`src/rtl/phase_accumulator.sv`:
```
// Fractional phase accumulator for wavetable playback.
//
// On every sample tick while a note is playing, a fixed-point increment
// (integer part: jump, fractional part: remainder / FRAC_MOD) is added to the
// wavetable phase index. The fraction is kept modulo FRAC_MOD, so pitch stays
// exact over arbitrarily long notes.
//
// Ports:
//   clk          system clock
//   rst          synchronous reset, active-high
//   enable       1 = note playing; 0 = clear and idle
//   sample_tick  one-cycle strobe, one per output sample
//   jump         integer phase increment per tick
//   remainder    fractional increment numerator, legal range 0..FRAC_MOD-1
//   phase        current wavetable index (registered)
//   phase_valid  one-cycle pulse: phase updated on the previous edge
//   wrap         one-cycle pulse: that update wrapped past 2**PHASE_W-1
//   active       1 while running with a nonzero increment
module phase_accumulator #(
  parameter int unsigned PHASE_W  = 11,
  parameter int unsigned FRAC_MOD = 100000000
) (
  input  logic               clk,
  input  logic               rst,
  input  logic               enable,
  input  logic               sample_tick,
  input  logic [5:0]         jump,
  input  logic [26:0]        remainder,
  output logic [PHASE_W-1:0] phase,
  output logic               phase_valid,
  output logic               wrap,
  output logic               active
);

  localparam int unsigned FullW = PHASE_W + 1;
  localparam logic [27:0] FracModW = 28'(FRAC_MOD);
  localparam logic [26:0] RemMax   = 27'(FRAC_MOD - 1);

  typedef enum logic [0:0] {StIdle, StRun} state_e;

  state_e             state_q;
  logic [PHASE_W-1:0] phase_q;
  logic [26:0]        frac_q;
  logic               phase_valid_q;
  logic               wrap_q;
  logic               active_q;

  logic [26:0]      rem_c;
  logic [27:0]      sum;
  logic             carry;
  logic [26:0]      frac_upd;
  logic [FullW-1:0] full;
  logic             inc_nz;

  always_comb begin
    // Out-of-range remainders saturate so frac can never reach FRAC_MOD.
    rem_c    = (remainder >= RemMax + 27'd1) ? RemMax : remainder;
    sum      = {1'b0, frac_q} + {1'b0, rem_c};
    carry    = (sum >= FracModW);
    frac_upd = carry ? 27'(sum - FracModW) : sum[26:0];
    full     = {1'b0, phase_q} + FullW'(jump) + FullW'(carry);
    inc_nz   = (jump != 6'd0) || (remainder != 27'd0);
  end

  always_ff @(posedge clk) begin
    if (rst) begin
      state_q       <= StIdle;
      phase_q       <= '0;
      frac_q        <= '0;
      phase_valid_q <= 1'b0;
      wrap_q        <= 1'b0;
      active_q      <= 1'b0;
    end else begin
      // Next state is RUN exactly when enable is high, in either state.
      active_q <= enable && inc_nz;
      unique case (state_q)
        StIdle: begin
          phase_q       <= '0;
          frac_q        <= '0;
          phase_valid_q <= 1'b0;
          wrap_q        <= 1'b0;
          if (enable) state_q <= StRun;
        end
        StRun: begin
          if (!enable) begin
            // Clear wins over a coincident tick.
            state_q       <= StIdle;
            phase_q       <= '0;
            frac_q        <= '0;
            phase_valid_q <= 1'b0;
            wrap_q        <= 1'b0;
          end else begin
            phase_valid_q <= sample_tick;
            wrap_q        <= sample_tick && full[PHASE_W];
            if (sample_tick) begin
              phase_q <= full[PHASE_W-1:0];
              frac_q  <= frac_upd;
            end
          end
        end
        default: state_q <= StIdle;
      endcase
    end
  end

  assign phase       = phase_q;
  assign phase_valid = phase_valid_q;
  assign wrap        = wrap_q;
  assign active      = active_q;

endmodule

```
`config.mk`:
```
export PLATFORM = sky130hd
export DESIGN_NAME = phase_accumulator
export DESIGN_NICKNAME = d
export VERILOG_FILES = /design/src/rtl/phase_accumulator.sv
export SDC_FILE = /design/constraint.sdc
export NUM_CORES = 1
export LEC_CHECK = 0
export BUFFER_PORTS_ARGS = -buffer_cell sky130_fd_sc_hd__buf_2
export CAP_MARGIN = 40
export CELL_PAD_IN_SITES_DETAIL_PLACEMENT = 0
export CELL_PAD_IN_SITES_GLOBAL_PLACEMENT = 2
export CORE_ASPECT_RATIO = 0.8
export CORE_UTILIZATION = 31
export CTS_CLUSTER_DIAMETER = 100
export CTS_CLUSTER_SIZE = 12
export DETAILED_ROUTE_END_ITERATION = 10
export GPL_TIMING_DRIVEN = 0
export PLACE_DENSITY = 0.78
export REMOVE_ABC_BUFFERS = 1
export SLEW_MARGIN = 0
export SYNTH_ARGS = -nofsm -noshare
export SYNTH_HDL_FRONTEND = slang
export SYNTH_SLANG_ARGS = --single-unit
```
`constraint.sdc`:
```
create_clock -name clk -period 8.2 [get_ports clk]
set_clock_uncertainty 0.1 [all_clocks]
set_input_delay 1.64 -clock clk [delete_from_list [all_inputs] [get_ports clk]]
set_output_delay 1.64 -clock clk [all_outputs]
set_load 0.005 [all_outputs]
```
==> metrics.cfg, run 1 <==
[outcome]
status=completed

[setup_path]
cp_top_family=compound AO/OA/AOI/OAI gates
critPathBufInv=5
cp.arrival_ns=7.94
start_kind=input port
cp.required_ns=8.28
path_class=input port to register
crit_fanout=11
rr_endpoint=phase[10]$_SDFFE_PP0P_
rrSetupSlack_ns=2.95
critPathCaptureType=register
worst_path_largest_cell_delay_ns=0.57
r2r_start=frac_q[0]$_SDFFE_PP0P_
reg2reg_depth=25
slowest_stage=or4_1

[yosys]
avgSynthCellArea_um2=7.676
synth_edf_count=0
yosys_most_used_dff=dfxtp_1
syn_inst=540
ys_types=65
yosys_warnings=0
synthArstFlopShare_pct=0
synth-seq-cells=42
syn_area_mm2=0.004145
ys_seq_area_share_pct=20.28

[timing]
setup_viol=0
hold_viol_final=0
min_period_over_period_pct=95.80
rsz0062_at_grt=no
slew_headroom_pct=53.78
finalCriticalPeriod_ns=7.855
worst_pin_slew_ns=0.6826
fmax_ghz=0.1273
holdWs_ns=0.4011
slew_violations=0

[finish]
drive_above_1_share_pct=17.32
area_growth_pct=17.96
ff_latch_area_um2=840.8
nets=662
antenna_cells=0
fillerInstances=1403
multi_input_area_mm2=0.003221

[clocking]
h-tree-depth=2
numCtsBuffers=5
clock-sinks=42
clk_pin_slew_ns=0.07
cts_tree=done
clock_latency_ns=0.29
root_buffer=clkbuf_16
clock_path_buffers=2

[power]
p_leak_nw=2.068
power_density_mw_per_mm2=127.9
finalPower_uw=625.4
irDropWorstVdd_v=0.00007117

[routing]
postRouteAntennaNets=0
routed_wl_um=12680
wl_per_cell_um=16.59
vias_per_cell=5.428
drc=0
vias=4147
firstDrtPassIters=5
drt_iter0_markers=248

[worst_hold_path]
worst_hold_path.endpoint=frac_q[2]$_SDFFE_PP0P_
hold_start=frac_q[2]$_SDFFE_PP0P_
min_path_cells=2
hold_path_class=register to register

[floorplan]
die_h_um=105.4
die_w_um=131.3
dieArea_mm2=0.01384
placementRows=37
ios=51
start_util_pct=31.98
core_mm2=0.01296

[global_routing]
antenna_found_initial=0
grt_max_degree=41
grt-ovfl-total=0
grt_pass1_wl_um=20470
grt_pass1_vias=3926
track_usage_pct=18.58

[job]
drv_cap=0

[placed_design]
globalplace.congestion=0.8503
dpl.hpwl_um=10140
port-buffer-count=50

## area by class of cell
class	count	area share (%)
Inverter	15	1.151
Multi-Input combinational cell	460	65.86
Timing Repair Buffer	64	7.907
Sequential cell	42	17.20
Clock inverter	2	0.7677
Tap cell	175	4.478
Clock buffer	6	2.636
## flip-flops by register name (all words and copies together), names as in the netlist
| signal | cells |
|---|---|
| frac_q | 27 |
| phase | 11 |
| active | 1 |
| phase_valid | 1 |
| state_q | 1 |
| wrap | 1 |
## synth_stat cells (all sizes together) (12+ instances only)
master   n  area share, %
nand3   18            2.2
a21oi   50            6.1
nand2b  25            3.8
o21ai   42            5.1
clkbuf  15            1.4
nor2    47            4.3
nand4   12            1.8
nand2   38            3.5
mux2i   13            3.1
and2    15            2.3
xor2    16            3.4
inv     15            1.4
xnor2   20            4.2
a21o    14            2.5
dfxtp   42             20
ha      34             10
## repair_timing
| item | in CTS | in global routing |
|---|---|---|
| buffers inserted | 6 | 4 |
| gates resized for setup | 7 | 7 |
| pin swaps | 4 | 3 |
| hold buffers | 0 | 0 |
| setup endpoints to repair | 9 | 4 |
## how the worst max path moves through the flow
stage | depth (start not counted) | start | slack (ns) | to
floorplan | 31 | remainder[8] | -0.44 | phase[8]$_SDFFE_PP0P_
detailed placement | 34 | remainder[8] | -1.04 | phase[10]$_SDFFE_PP0P_
CTS | 34 | remainder[8] | 0.009 | phase[10]$_SDFFE_PP0P_
finish | 34 | remainder[8] | 0.34 | phase[10]$_SDFFE_PP0P_
global route | 34 | remainder[8] | 0.004 | phase[10]$_SDFFE_PP0P_
global placement | 33 | remainder[8] | -2.63 | phase[8]$_SDFFE_PP0P_
## metrics by stage
step / cells / instance area [µm²] / TNS (ns) / util [%] / worst slack, ns
global route: 764 / 4890 / 0 / 37.72 / 0.004310
finish: 764 / 4890 / 0 / 37.72 / 0.3445
CTS: 760 / 4831 / 0 / 37.27 / 0.009208
global placement: 742 / 4519 / -41.53 / 34.86 / -2.627
detailed placement: 746 / 4584 / -6.523 / 35.37 / -1.044
floorplan: 517 / 4050 / -1.588 / - / -0.4437
## report_power, final
part           switching (mW)  internal (mW)  total, mW
Sequential            0.00187          0.207      0.209
Combinational           0.106         0.0727      0.179
Clock                  0.0935          0.144      0.238
Total                   0.202          0.424      0.625
## tightest hold or removal path, cell delays in order (launching register included)
cell	delay (ns)
dfxtp_1	0.32
nor2_1	0.10
a211oi_1	0.04
## cell families (layout without fill, tap and decap cells)
logic type / Yosys count / after routing / synth area share (%)
AND/OR/NAND/NOR: 209 / 209 / 26.47
multiplexers: 14 / 14 / 3.411
buffers and inverters: 38 / 87 / 3.652
AO/OA/AOI/OAI: 164 / 164 / 26.87
flip-flops: 42 / 42 / 20.28
adder cells (fa/ha/maj): 37 / 37 / 11.71
XOR/XNOR: 36 / 36 / 7.606
## cell usage in the layout (no fill, tap or decap), drive strengths merged, types with 16 or more instances in the layout
cell type  count
xor2          16
o21ai         42
nand3         18
nand2         38
buf           64
xnor2         20
dfxtp         42
nand2b        25
a21oi         50
ha            34
nor2          47
## routing by layer
layer | routed length, µm | global-route usage [%] | vias up | part of all wire [%]
met5 | 0 | 0 | - | 0
met4 | 102 | 3.738 | 0 | 0.80
met3 | 803 | 4.233 | 8 | 6.3
met2 | 4915 | 26.18 | 106 | 39
met1 | 6854 | 28.18 | 1959 | 54
li1 | - | - | 2074 | -
(Power assumes the default switching activity.)
==> run 2, diff against run 1 <==
--- a/config.mk
+++ b/config.mk
@@ -10,12 +10,12 @@
 export CELL_PAD_IN_SITES_DETAIL_PLACEMENT = 0
 export CELL_PAD_IN_SITES_GLOBAL_PLACEMENT = 2
 export CORE_ASPECT_RATIO = 0.8
-export CORE_UTILIZATION = 31
+export CORE_UTILIZATION = 35
 export CTS_CLUSTER_DIAMETER = 100
 export CTS_CLUSTER_SIZE = 12
 export DETAILED_ROUTE_END_ITERATION = 10
 export GPL_TIMING_DRIVEN = 0
-export PLACE_DENSITY = 0.78
+export PLACE_DENSITY = 0.83
 export REMOVE_ABC_BUFFERS = 1
 export SLEW_MARGIN = 0
 export SYNTH_ARGS = -nofsm -noshare
==> constraint.sdc (replaced) <==
create_clock -name clk -period 7.6 [get_ports clk]
set_clock_uncertainty 0.1 [all_clocks]
set_input_delay 1.52 -clock clk [delete_from_list [all_inputs] [get_ports clk]]
set_output_delay 1.52 -clock clk [all_outputs]
set_load 0.005 [all_outputs]
==> run 2 against run 1 <==
  * Power is 7.0% higher
  * Setup slack worse by 0.13 ns
  * Clock-buffer cell count stayed put
  * Core utilization is 7.4 points higher
  * First-iteration DRC count is 3.2% lower
  * Final area is 6.4% higher
  * Sequential cell count stayed put
  * Clock power is 3% lower
  * Global-route usage is 2.9 points higher
  * Critical endpoint unchanged
  * Largest cell class unchanged
  * Highest routed layer unchanged
==> metrics.cfg, run 2 (synthesized netlist as in run 1, its figures left out) <==
[routing]
drc=0  ; unchanged
vias=4216  ; +1.7%
firstDrtPassIters=4  ; -1
postRouteAntennaNets=0  ; unchanged
vias_per_cell=5.606  ; +3.3%
wl_per_cell_um=17.16  ; +3.4%
drt_iter0_markers=240  ; -3.2%
routed_wl_um=12900  ; +1.8%

[clocking]
h-tree-depth=2  ; unchanged
clk_pin_slew_ns=0.07  ; about the same
numCtsBuffers=5  ; unchanged
root_buffer=clkbuf_16
clock_latency_ns=0.29  ; about the same
clock_path_buffers=2  ; unchanged
cts_tree=done
clock-sinks=42  ; unchanged

[setup_path]
start_kind=input port
critPathCaptureType=register
cp.required_ns=7.69  ; -0.59 ns
cp.arrival_ns=7.48  ; -0.46 ns
crit_fanout=6  ; -5
critPathBufInv=6  ; +1
slowest_stage=or4_4
cp_top_family=simple AND/OR/NAND/NOR gates
rrSetupSlack_ns=2.55  ; -0.40 ns
cp_common_cell=fa_2
worst_path_largest_cell_delay_ns=0.54  ; -0.03 ns
path_class=input port to register

[finish]
stdcell_area_mm2=0.005201  ; +6.4%
post-route-util_pct=45.16  ; +7.4 points
ff_latch_area_um2=840.8  ; unchanged
final_common_cell=buf_2
layout.cells.non_filler=752  ; -1.6%
layout_common_cells=buf_2 (49), nor2_1 (46), dfxtp_1 (42)
fillerInstances=1191  ; -15%
antenna_cells=0  ; unchanged
area_growth_pct=25.48
multi_input_area_mm2=0.003417  ; +6.1%
largest-register=frac_q
largest_reg_flops=27  ; unchanged
drive_above_1_share_pct=24.83  ; +7.5 points
nets=677  ; +2.3%

[floorplan]
dieArea_mm2=0.01229  ; -11%
placementRows=35  ; -5.4%
ios=51  ; unchanged
die_w_um=123.7  ; -5.8%
core_mm2=0.01152  ; -11%
start_util_pct=35.99  ; +4.0 points
die_h_um=99.34  ; -5.8%

[worst_hold_path]
hold_path_class=register to register

[timing]
hold_viol_final=0  ; unchanged
fin_setup_tns_ns=0  ; unchanged
finalCriticalPeriod_ns=7.390
rsz0062_at_grt=yes
slew_violations=0  ; unchanged
slew_headroom_pct=57.45  ; +3.7 points
setup_viol=0  ; unchanged
holdWs_ns=0.4004  ; -0.0007390 ns
min_period_over_period_pct=97.23
setup_slack_ns=0.2105  ; -0.1341 ns
worst_pin_slew_ns=0.6382  ; -0.04433 ns
fmax_ghz=0.1353

[global_routing]
grt-ovfl-total=0  ; unchanged
antenna_found_initial=0  ; unchanged
grt_pass1_vias=3976  ; +1.3%
track_usage_pct=21.44  ; +2.9 points
grt_max_degree=31  ; -24%
grt_pass1_wl_um=20560  ; +0.44%

[power]
p_leak_nw=2.191  ; +5.9%
power_density_mw_per_mm2=128.7  ; +0.60%
finalPower_uw=669.3  ; +7.0%
irDropWorstVdd_v=0.00008102  ; +14%

[outcome]
status=completed

[job]
drv_cap=0  ; unchanged

[placed_design]
placed_cell_area_mm2=0.004558  ; -0.57%
dpl.hpwl_um=9964  ; -1.7%
port-buffer-count=50  ; unchanged
globalplace.congestion=0.8139  ; -4.3%
placed_cells=719  ; -3.6%
pre_cts_ws_ns=-1.277  ; -0.2332 ns

-- run 2: cell type report --
type	instances	share of cell area, %
clock buffers	6	2.670
clock inverters	2	0.3127
inverters	15	1.179
multi-input cells	460	65.70
flip-flops and latches	42	16.17
well taps	148	3.560
repair buffers	79	10.42
-- run 2: what timing repair did --
| item | 4_1_cts | 5_1_grt |
|---|---|---|
| cloned | 1 | 0 |
| hold buffers | 0 | 0 |
| setup endpoints to repair | 11 | 7 |
| buffers inserted | 9 | 15 |
| pin swaps | 7 | 12 |
| gates resized for setup | 11 | 52 |
-- run 2: path summary, 6_finish.rpt --
check,endpoint,depth (start not counted),from
setup / recovery,phase[10]$_SDFFE_PP0P_,35,remainder[8]
hold reg to reg,phase_valid$_SDFF_PP0_,1,state_q$_SDFF_PP0_
hold / removal,phase_valid$_SDFF_PP0_,1,state_q$_SDFF_PP0_
setup reg to reg,phase[10]$_SDFFE_PP0P_,26,frac_q[0]$_SDFFE_PP0P_
-- run 2: power by group --
group	switching [mW]	internal, mW
Combinational	0.124	0.0909
Sequential	0.00201	0.223
Clock	0.0974	0.132
-- run 2: layer usage --
metal	share of wire [%]	global-route usage [%]	vias to the layer above
met2	42	31.62	104
met3	5.7	3.899	9
met4	1.1	5.190	0
li1	-	-	2107
met5	0	0	-
met1	52	31.75	1996
